**src/rtl/ram_arbiter_pkg.sv**
```systemverilog
// ram_arbiter_pkg
// Shared types and default sizes for the two-port data-RAM arbiter.
//   state_e    : sequencer states (IDLE, ISSUE, DONE)
//   port_e     : requester index (PORT0 = CPU, PORT1 = DMA/debug)
//   DEF_*      : default RAM depth, address width and data width
package ram_arbiter_pkg;

    localparam int DEF_DEPTH = 16;
    localparam int DEF_AW    = 32;
    localparam int DEF_DW    = 32;

    typedef enum logic [1:0] {
        ST_IDLE  = 2'd0,
        ST_ISSUE = 2'd1,
        ST_DONE  = 2'd2
    } state_e;

    typedef enum logic {
        PORT0 = 1'b0,
        PORT1 = 1'b1
    } port_e;

endpackage : ram_arbiter_pkg

```
**src/rtl/ram_arb_pick.sv**
```systemverilog
// ram_arb_pick
// Combinational winner select for the two requesters.
//   RR_EN    : 1 = round-robin on a tie (the port not granted last wins),
//              0 = fixed priority (port 0 always wins a tie)
//   req0_i   : port 0 request
//   req1_i   : port 1 request
//   last_i   : port granted most recently
//   valid_o  : at least one request is pending
//   winner_o : port to grant (meaningful only with valid_o)
module ram_arb_pick
    import ram_arbiter_pkg::*;
#(
    parameter bit RR_EN = 1'b0
) (
    input  logic  req0_i,
    input  logic  req1_i,
    input  port_e last_i,
    output logic  valid_o,
    output port_e winner_o
);

    always_comb begin
        valid_o  = req0_i | req1_i;
        winner_o = PORT0;
        if (req0_i && req1_i) begin
            // On a tie port 0 wins unless round-robin is on and port 0 was served last.
            if (RR_EN && (last_i == PORT0)) begin
                winner_o = PORT1;
            end
        end else if (req1_i) begin
            winner_o = PORT1;
        end
    end

endmodule : ram_arb_pick

```
**src/rtl/ram_arbiter.sv**
```systemverilog
// ram_arbiter
// Serialises load/store traffic from two requesters (port 0 = CPU,
// port 1 = DMA/debug) onto a single-ported data RAM that samples on the
// falling clock edge. One access takes two cycles: ISSUE drives the RAM,
// DONE returns the result. Back-to-back accesses go DONE -> ISSUE directly.
//
// Build option: define RAM_ARB_RR_EN for round-robin arbitration on a tie;
// leave it undefined for fixed priority (port 0 always wins).
//
// Ports:
//   clk, rst_n                 clock, synchronous active-low reset
//   req0/1, we0/1              request and write flag per port
//   addr0/1, wdata0/1          word address and write data per port
//   gnt0/1                     one-cycle pulse, request accepted
//   done0/1, err0/1            one-cycle completion pulse, out-of-range flag
//   rdata0/1                   read result, held until that port's next done
//   ram_r_en, ram_w_en         RAM enables (never both high)
//   ram_addr, ram_wdata        RAM address and write data
//   ram_rdata                  RAM read data, launched on the falling edge
module ram_arbiter
    import ram_arbiter_pkg::*;
#(
    parameter int DEPTH = DEF_DEPTH,
    parameter int AW    = DEF_AW,
    parameter int DW    = DEF_DW
) (
    input  logic          clk,
    input  logic          rst_n,
    input  logic          req0,
    input  logic          we0,
    input  logic [AW-1:0] addr0,
    input  logic [DW-1:0] wdata0,
    input  logic          req1,
    input  logic          we1,
    input  logic [AW-1:0] addr1,
    input  logic [DW-1:0] wdata1,
    output logic          gnt0,
    output logic          gnt1,
    output logic          done0,
    output logic          done1,
    output logic          err0,
    output logic          err1,
    output logic [DW-1:0] rdata0,
    output logic [DW-1:0] rdata1,
    output logic          ram_r_en,
    output logic          ram_w_en,
    output logic [AW-1:0] ram_addr,
    output logic [DW-1:0] ram_wdata,
    input  logic [DW-1:0] ram_rdata
);

`ifdef RAM_ARB_RR_EN
    localparam bit RR_EN = 1'b1;
`else
    localparam bit RR_EN = 1'b0;
`endif

    state_e        state_q, state_d;
    port_e         win_q, win_d;       // port being served
    port_e         last_q, last_d;     // port granted most recently
    logic          cur_we_q, cur_we_d;
    logic          cur_oor_q, cur_oor_d;
    logic          gnt0_q, gnt0_d, gnt1_q, gnt1_d;
    logic          done0_q, done0_d, done1_q, done1_d;
    logic          err0_q, err0_d, err1_q, err1_d;
    logic          ram_r_en_q, ram_r_en_d, ram_w_en_q, ram_w_en_d;
    logic [AW-1:0] ram_addr_q, ram_addr_d;
    logic [DW-1:0] ram_wdata_q, ram_wdata_d;
    logic [DW-1:0] rdata0_q, rdata0_d, rdata1_q, rdata1_d;

    logic          pick_valid;
    port_e         pick_winner;
    logic          start;

    // Request fields of whichever port wins this cycle's arbitration.
    logic          sel_we;
    logic [AW-1:0] sel_addr;
    logic [DW-1:0] sel_wdata;
    logic          sel_oor;

    ram_arb_pick #(
        .RR_EN (RR_EN)
    ) u_pick (
        .req0_i   (req0),
        .req1_i   (req1),
        .last_i   (last_q),
        .valid_o  (pick_valid),
        .winner_o (pick_winner)
    );

    assign sel_we    = (pick_winner == PORT1) ? we1    : we0;
    assign sel_addr  = (pick_winner == PORT1) ? addr1  : addr0;
    assign sel_wdata = (pick_winner == PORT1) ? wdata1 : wdata0;
    assign sel_oor   = (sel_addr >= AW'(DEPTH));

    always_comb begin
        // NOTE: every next-state value gets a hold or idle default before the
        // case below, so no path through this block can infer a latch.
        state_d     = state_q;
        win_d       = win_q;
        last_d      = last_q;
        cur_we_d    = cur_we_q;
        cur_oor_d   = cur_oor_q;
        gnt0_d      = 1'b0;
        gnt1_d      = 1'b0;
        done0_d     = 1'b0;
        done1_d     = 1'b0;
        err0_d      = 1'b0;
        err1_d      = 1'b0;
        ram_r_en_d  = 1'b0;
        ram_w_en_d  = 1'b0;
        ram_addr_d  = ram_addr_q;
        ram_wdata_d = ram_wdata_q;
        rdata0_d    = rdata0_q;
        rdata1_d    = rdata1_q;
        start       = 1'b0;

        unique case (state_q)
            ST_IDLE: begin
                start = pick_valid;
            end
            ST_ISSUE: begin
                // RAM sampled on the falling edge of this cycle; its read data is ready now.
                state_d = ST_DONE;
                if (win_q == PORT0) begin
                    done0_d = 1'b1;
                    err0_d  = cur_oor_q;
                    if (!cur_we_q) begin
                        rdata0_d = cur_oor_q ? '0 : ram_rdata;
                    end
                end else begin
                    done1_d = 1'b1;
                    err1_d  = cur_oor_q;
                    if (!cur_we_q) begin
                        rdata1_d = cur_oor_q ? '0 : ram_rdata;
                    end
                end
            end
            ST_DONE: begin
                // A request still high here is a fresh one: re-arbitrate without idling.
                start = pick_valid;
                if (!pick_valid) begin
                    state_d = ST_IDLE;
                end
            end
            default: begin
                state_d = ST_IDLE;
            end
        endcase

        if (start) begin
            state_d     = ST_ISSUE;
            win_d       = pick_winner;
            last_d      = pick_winner;
            cur_we_d    = sel_we;
            cur_oor_d   = sel_oor;
            gnt0_d      = (pick_winner == PORT0);
            gnt1_d      = (pick_winner == PORT1);
            ram_addr_d  = sel_addr;
            ram_wdata_d = sel_wdata;
            // Out-of-range accesses never touch the RAM; a write is simply dropped.
            ram_r_en_d  = !sel_we && !sel_oor;
            ram_w_en_d  = sel_we && !sel_oor;
        end
    end

    // NOTE: state registers use non-blocking assignments so every flop samples
    // the pre-edge values, independent of statement order.
    always_ff @(posedge clk) begin
        if (!rst_n) begin
            state_q     <= ST_IDLE;
            win_q       <= PORT0;
            last_q      <= PORT1;   // port 0 wins the first tie after reset
            cur_we_q    <= 1'b0;
            cur_oor_q   <= 1'b0;
            gnt0_q      <= 1'b0;
            gnt1_q      <= 1'b0;
            done0_q     <= 1'b0;
            done1_q     <= 1'b0;
            err0_q      <= 1'b0;
            err1_q      <= 1'b0;
            ram_r_en_q  <= 1'b0;
            ram_w_en_q  <= 1'b0;
            ram_addr_q  <= '0;
            ram_wdata_q <= '0;
            rdata0_q    <= '0;
            rdata1_q    <= '0;
        end else begin
            state_q     <= state_d;
            win_q       <= win_d;
            last_q      <= last_d;
            cur_we_q    <= cur_we_d;
            cur_oor_q   <= cur_oor_d;
            gnt0_q      <= gnt0_d;
            gnt1_q      <= gnt1_d;
            done0_q     <= done0_d;
            done1_q     <= done1_d;
            err0_q      <= err0_d;
            err1_q      <= err1_d;
            ram_r_en_q  <= ram_r_en_d;
            ram_w_en_q  <= ram_w_en_d;
            ram_addr_q  <= ram_addr_d;
            ram_wdata_q <= ram_wdata_d;
            rdata0_q    <= rdata0_d;
            rdata1_q    <= rdata1_d;
        end
    end

    assign gnt0      = gnt0_q;
    assign gnt1      = gnt1_q;
    assign done0     = done0_q;
    assign done1     = done1_q;
    assign err0      = err0_q;
    assign err1      = err1_q;
    assign rdata0    = rdata0_q;
    assign rdata1    = rdata1_q;
    assign ram_r_en  = ram_r_en_q;
    assign ram_w_en  = ram_w_en_q;
    assign ram_addr  = ram_addr_q;
    assign ram_wdata = ram_wdata_q;

endmodule : ram_arbiter
```
**config.mk**
```make
export PLATFORM = sky130hd
export DESIGN_NAME = ram_arbiter
export DESIGN_NICKNAME = d
export VERILOG_FILES = /design/src/rtl/ram_arbiter_pkg.sv /design/src/rtl/ram_arb_pick.sv /design/src/rtl/ram_arbiter.sv
export SDC_FILE = /design/constraint.sdc
export NUM_CORES = 1
export LEC_CHECK = 0
export ABC_AREA = 1
export CAP_MARGIN = 10
export CORE_MARGIN = 5
export CORE_UTILIZATION = 34
export CTS_CLUSTER_DIAMETER = 80
export DETAILED_ROUTE_END_ITERATION = 12
export PLACE_DENSITY = 0.7
export SLEW_MARGIN = 30
export SYNTH_ARGS = -nofsm -noshare
export SYNTH_HDL_FRONTEND = slang
export SYNTH_HIERARCHICAL = 1
export SYNTH_SLANG_ARGS = --single-unit
```
**constraint.sdc**
```tcl
create_clock -name clk -period 1.65 [get_ports clk]
set_input_delay 0.33 -clock clk [delete_from_list [all_inputs] [get_ports clk]]
set_output_delay 0.33 -clock clk [all_outputs]
set_load 0.01 [all_outputs]
```
After elaboration in Yosys (flattened, before gate mapping)
Cells that the tools add are included. W data, S select, Z words.

Magnitude comparators: 1. Equal/unequal tests: 5. Muxes and demuxes: 12. Bitwise gates (word level): 7. Reduce and logical (&&, ||, !) cells: 16.

Operator list (number): $mux W32 (3); $ge A32 B5 Y1 const B (1); $reduce_and A3 Y1 (3); $reduce_and A2 Y1 (4); $mux W1 (7); $not A1 Y1 (6); $pmux W2 S3 (1); $ne A2 B2 Y1 const B (2); $reduce_or A2 Y1 (2); $logic_and A1 B1 Y1 (3); $ne A3 B3 Y1 const B (1); $reduce_or A3 Y1 (1); $eq A2 B1 Y1 const B (1); $eq A2 B2 Y1 const B (1); $logic_not A1 Y1 (2); $logic_not A2 Y1 (1); $mux W2 (1); $or A1 B1 Y1 (1).

Register bits: 141. Bits of input ports: 166. Output and inout port bits: 136. Logic and storage cells: 58.

Longest topological paths before layout
Gate-level depths: netlist of the first run.

Depth in word-level cells: 6. Gate-level depth with buffers: 14. Depth with buffers taken out: 12.

Cells and area by module
The synthesis of the first run kept the hierarchy.

By module, submodules not included: ram_arbiter (times used 1, cells an instance 749, area an instance 5526.6 um2, seq. area each 2842.7 um2); ram_arb_pick (times used 1, cells an instance 4, area an instance 15.0 um2, seq. area each 0.0 um2).

Least setup slack after synthesis of the first run
No wires, ideal clock.

Kind: input to register. Start point: input port req1. End point: register cur_oor_q. Setup time: 112 ps. Arrival time: 1397 ps. Required time: 1538 ps. Setup slack: 141 ps. Stages on the path: 14. Path buffers: 2. Cells stage by stage: inv_1 nor2_1 buf_2 inv_1 buf_2 nand2_1 nand2_1 nand2_1 nor2_1 nand2_1 nor2_1 nand2_1 nand2_1 nand2_1.

Longest elaborated chain between the ends: 4. Elaborated cells between the ends (all ways): 7. Those cells by class: 1 x order compare; 4 x mux; 1 x bitwise; 1 x reduce/logical.

RTL lines: start: declaration (RTL line ram_arbiter.sv:33) `input logic req1,`; $mux W1 / $logic_and A1 B1 Y1 (equally long branches) (RTL line ram_arb_pick.sv:30, ram_arb_pick.sv:25); $mux W1 (*) (RTL line ram_arb_pick.sv:25) `if (req0_i && req1_i) begin`; via pick_winner (RTL line ram_arbiter.sv:72) `port_e pick_winner;`; $mux W32 (*) (RTL line ram_arbiter.sv:92) `assign sel_addr = (pick_winner == PORT1) ? addr1 : addr0;`; $ge A32 B5 Y1 (*) (RTL line ram_arbiter.sv:94) `assign sel_oor = (sel_addr >= AW'(DEPTH));`; end signal: assignment (RTL line ram_arbiter.sv:193) `cur_oor_q <= cur_oor_d;`; end: declaration (RTL line ram_arbiter.sv:62) `logic cur_oor_q, cur_oor_d;`.

Mark *: on every way through the listed nets, which the timed path passes. The rest lies on a longest branch. A chain may end at the register's enable or synchronous reset.

Final worst setup path of the first run
Start point: register rdata0_q[31], in the netlist rdata0[31]. End point: output port rdata0[31].

RTL lines: start: declaration (RTL line ram_arbiter.sv:69) `logic [DW-1:0] rdata0_q, rdata0_d, rdata1_q, rdata1_d;`; start signal: assignment (RTL line ram_arbiter.sv:204) `rdata0_q <= rdata0_d;`; end: declaration (RTL line ram_arbiter.sv:43) `output logic [DW-1:0] rdata0,`.

No word-level cell between the ends.

==> results of run 1 <==
## state kept, by name (all words and copies together) (netlist names), 2 cells and up
| signal | cells |
|---|---|
| ram_addr | 32 |
| ram_wdata | 32 |
| rdata0 | 32 |
| rdata1 | 32 |
| state_q | 2 |
## repair_timing
item / CTS / global route
cloned: 0 / 3
pin swaps: 0 / 9
buffers inserted: 0 / 6
resized for setup: 45 / 93
hold buffers: 0 / 0
setup endpoints to repair: 45 / 88
## cells in the final DEF (no fill, tap or decap), types with 2 or more instances in the layout
cell	count
o21ai_1	2
clkinv_2	2
dlymetal6s2s_1	74
o21ai_0	88
a22oi_1	36
buf_4	25
buf_8	2
bufinv_16	4
buf_12	7
a22o_1	4
nor2_2	3
clkdlybuf4s50_1	181
nor2_1	108
a21oi_1	25
inv_1	67
inv_2	7
clkbuf_16	20
nor3_4	2
clkbuf_8	5
nand2_1	211
dfxtp_1	141
nor4_1	2
dlygate4sd2_1	45
nor3_1	2
## cell type report
cell class | count | area (sq um) | area share
Multi-Input combinational cell | 491 | 2230 | 0.227
Tap cell | 216 | 270 | 0.0275
Inverter | 75 | 284 | 0.0289
Sequential cell | 141 | 2820 | 0.287
Timing Repair Buffer | 339 | 3580 | 0.364
Clock buffer | 23 | 498 | 0.0506
Clock inverter | 9 | 155 | 0.0158
## through the flow
step | cell area, sq um | std cells | TNS, ns | total power [uW]
after floorplan | 5510 | 750 | 0 | 4470
after global placement | 8870 | 1253 | -15.04 | 5550
after detailed placement | 8870 | 1253 | -17.73 | 5550
after CTS | 9460 | 1285 | 0 | 9690
after global routing | 9840 | 1294 | -0.0137 | 10000
final | 9840 | 1294 | 0 | 9600
## worst max path at each step
stage	end	cells past startpoint	slack (ns)
final	rdata0[31]	1	0.03
after floorplan	cur_oor_q$_SDFFE_PN0P_	14	0.14
after CTS	ram_wdata[30]	1	0.0005
after global placement	cur_oor_q$_SDFFE_PN0P_	13	-0.41
after global routing	rdata0[22]	1	-0.01
after detailed placement	cur_oor_q$_SDFFE_PN0P_	13	-0.43
## layer usage
layer	track usage	vias to the layer above	wire [um]
met4	0.0571	0	355
met1	0.224	2619	7560
met2	0.318	233	9140
met3	0.0858	24	2060
met5	0	-	0
li1	-	3002	-
## report_power, final
part           total (uW)  internal, uW  switching, uW
sequential           3770          3650            116
combinational        1660           905            757
clock                4170          2740           1440
total                9600          7300           2310
==> results_dict.tcl, run 1 <==
set metrics [dict create \
    dieHeight_um 137 \
    fin_crit_sh 0.983 \
    synth_warnings 6 \
    end_kind "output pin" \
    drc 0 \
    rr_startpoint "state_q[0]$_SDFFE_PN0P_" \
    cpLargestDelayFamily "buffers and inverters" \
    rows 46 \
    synth_area_per_cell_sq_um 7.35 \
    crit_path_cell_trace "clkdlybuf4s50_1" \
    timing.rr.end "rdata1[4]$_SDFFE_PN0P_" \
    hp-start "rst_n" \
    finalWorstSetupSlack_ns 0.0288 \
    cp.required_ns 1.32 \
    syn_to_final_growth_pct 78.5 \
    grt_pass1_wl_mm 28.3 \
    io_buffers 301 \
    hold_viol 0 \
    worstRegToRegCells 6 \
    diodes 0 \
    syn_inst 750 \
    worstSetupPathType "flop to output pin" \
    max_freq_mhz 617 \
    power.density_nw_per_um2 976 \
    clock-root-buffer "clkbuf_16" \
    slowest_delay_ns 0.55 \
    grt_pass1_vias 5620 \
    skew_ns 0.00716 \
    htreeDepth 4 \
    initial_core_util 0.347 \
    hold_depth 3 \
    status "finished, final reports clean" \
    netlist_area_sq_um 5510 \
    worstPathMaxFanout 2 \
    design.die.area_sq_um 18900 \
    gr-total-overflow 0 \
    finish.net_count 1231 \
    viasPerCell 4.54 \
    drv_slew 0 \
    clk_latency_ns 0.41 \
    routed_wl_mm 19.1 \
    cts.clk_slew.worst_paths_ns 0.05 \
    drv_cap 0 \
    startpoint_type "flop" \
    hpwl_mm 13.6 \
    drtIter0Drc 227 \
    dp_slack_ns -0.427 \
    vias 5878 \
    slew_headroom 0.644 \
    whs_endpoint "state_q[1]$_SDFFE_PP0P_" \
    cts-buffers-inserted 17 \
    gp_congestion 0.834 \
    slowest_stage "clkdlybuf4s50_1" \
    io_pins 302 \
    ant_nets 0 \
    core-area_sq_um 15900 \
    critPathLaunch "rdata0[31]$_SDFFE_PN0P_" \
    firstDrtPassIters 5 \
    cts_max_path_buffers 2 \
    gr-usage-all-layers 0.192 \
    syn-num-nets 916 \
    layout-drive-gt1-share 0.0826 \
    tightest_slew_ns 0.535 \
    final_core_util 0.619 \
    cts_sinks 141 \
    p_leak_uw 0.00569 \
    finalSetupViolCount 0 \
    min_period_ns 1.62 \
    path_buf_inv 1 \
    ir_drop_v 0.000623 \
    cts_tree "yes" \
    fillers 1434 \
    hp-class "primary input to flop" \
    antenna_found_initial 0 \
    die_w_um 137 \
    grt_max_degree 64 \
    wl_per_cell_um 14.8 \
    holdWs_ns 0.253 \
    worstPathArrival_ns 1.29 \
    reg2reg_slack_ns 0.19 \
]
Note: power is estimated with default switching activity, not from simulation.
==> run 2, diff against run 1 <==
==> constraint.sdc (replaced) <==
create_clock -name clk -period 1.65 [get_ports clk]
set_input_delay 0.33 -clock clk [delete_from_list [all_inputs] [get_ports clk]]
set_output_delay 0.33 -clock clk [all_outputs]
set_load 0.005 [all_outputs]
==> run 2 against run 1 <==
  * Wire length is 0.62% lower
  * Largest power group unchanged
  * Power is essentially flat
  * Sequential power hardly changed
  * Core utilization decreased by 0.31 points
  * First-iteration DRC count rose by 3.5%
  * Setup slack gained 0.0083 ns
  * Global-route usage hardly changed
  * Cell area fell by 0.51%
  * Critical endpoint is now ram_addr[11]
  * Register-to-register slack barely moved
  * Sequential cell count stayed put
  * Largest cell class unchanged
==> results_dict.tcl, run 2 (synthesized netlist as in run 1, its figures left out) <==
set metrics [dict create \
    seq_area_sq_um 2820 \
    fillers 1449 \
    place_area_sq_um 8870 \
    cpLargestDelayFamily "buffers and inverters" \
    design_area_sq_um 9790 \
    layout-drive-gt1-share 0.0835 \
    cts_max_path_buffers 2 \
    crit_path_cell_trace "clkdlybuf4s50_1" \
    drc 0 \
    wl_per_cell_um 14.7 \
    gp_congestion 0.834 \
    diodes 0 \
    reg2reg_slack_ns 0.19 \
    clock-root-buffer "clkbuf_16" \
    final_cell_mix "266 x clkdlybuf4s50_1, 211 x nand2_1, 140 x dfxtp_1, 108 x nor2_1, 88 x o21ai_0" \
    cts-buffers-inserted 17 \
    drv_cap 0 \
    cp.required_ns 1.32 \
    cts_sinks 141 \
    p_leak_uw 0.00481 \
    io_buffers 301 \
    end_kind "output pin" \
    design.die.area_sq_um 18900 \
    dp_slack_ns -0.427 \
    syn_to_final_growth_pct 77.6 \
    grt_pass1_wl_mm 28.3 \
    status "finished, final reports clean" \
    cts.clk_slew.worst_paths_ns 0.06 \
    finish.net_count 1231 \
    tightest_slew_ns 0.531 \
    finalSetupViolCount 0 \
    grt_pass1_vias 5624 \
    hpwl_mm 13.6 \
    worstPathMaxFanout 2 \
    worstPathArrival_ns 1.28 \
    hp-class "primary input to flop" \
    worstSetupPathType "flop to output pin" \
    slowest_stage "clkdlybuf4s50_1" \
    cts_hold_buf 0 \
    gr-usage-all-layers 0.192 \
    layout_commonest_cell "clkdlybuf4s50_1" \
    io_pins 302 \
    drv_slew 0 \
    path_buf_inv 1 \
    die_w_um 137 \
    htreeDepth 4 \
    fin_crit_sh 0.978 \
    rows 46 \
    vias 5841 \
    ir_drop_v 0.000621 \
    routed_wl_mm 19.0 \
    antenna_found_initial 0 \
    min_period_ns 1.61 \
    core-area_sq_um 15900 \
    startpoint_type "flop" \
    max_freq_mhz 620 \
    clk_latency_ns 0.41 \
    power.total_uw 9610 \
    dieHeight_um 137 \
    grt_max_degree 64 \
    slowest_delay_ns 0.52 \
    drtIter0Drc 235 \
    hold_viol 0 \
    power.density_nw_per_um2 981 \
    cts_tree "yes" \
    initial_core_util 0.347 \
    multiInputGateArea_sq_um 2230 \
    viasPerCell 4.51 \
    skew_ns 0.00993 \
    firstDrtPassIters 4 \
    ant_nets 0 \
    slew_headroom 0.646 \
    finalWorstSetupSlack_ns 0.0371 \
    gr-total-overflow 0 \
]
==> run 2: changes by cell type in the layout (fill, tap and decap cells not counted) <==
cell / change
dfxtp_2: +1
dlygate4sd2_1: -43
clkdlybuf4s50_1: +85
dlymetal6s2s_1: -42
dfxtp_1: -1
==> run 2: cell type report <==
type,instances,area share
Clock buffer,23,0.0509
Inverter,75,0.0290
Timing Repair Buffer,339,0.361
Tap cell,216,0.0276
Clock inverter,9,0.0158
Sequential cell,141,0.288
Multi-Input combinational cell,491,0.228
==> run 2: worst paths after layout <==
path / cells past startpoint / endpoint / from
hold reg to reg: 2 / ram_addr[31]$_SDFFE_PN0P_ / ram_addr[31]$_SDFFE_PN0P_
setup reg to reg: 6 / rdata1[11]$_SDFFE_PN0P_ / state_q[0]$_SDFFE_PN0P_
hold / removal: 3 / state_q[1]$_SDFFE_PP0P_ / rst_n
setup / recovery: 1 / ram_addr[11] / ram_addr[11]$_SDFFE_PN0P_
==> run 2: through the flow <==
step	hold WS (ns)	utilization	setup TNS [ns]	std cells
floorplan	0.440	-	0	750
global placement	0.439	0.558	-15.04	1253
detailed placement	0.444	0.558	-17.73	1253
CTS	0.242	0.599	0	1285
global route	0.284	0.616	-0.0000208	1294
finish	0.252	0.616	0	1294
==> run 2: power by group <==
part           total (uW)  internal [uW]  switching, uW
Sequential           3770           3650            122
Clock                4190           2740           1450
Combinational        1650            977            669
==> run 2: repair_timing <==
item | 4_1_cts | 5_1_grt
gates cloned | 0 | 3
hold endpoints to repair | 0 | 0
setup endpoints to repair | 2 | 47
setup buffers | 0 | 6
pin swaps | 0 | 9
resized for setup | 2 | 52
==> run 2: metal layers <==
| layer | track usage | vias up | share of wire |
|---|---|---|---|
| li1 | - | 2999 | - |
| met1 | 0.224 | 2585 | 0.39 |
| met2 | 0.316 | 233 | 0.47 |
| met3 | 0.0866 | 24 | 0.11 |
| met4 | 0.0593 | 0 | 0.019 |
| met5 | 0 | - | 0 |
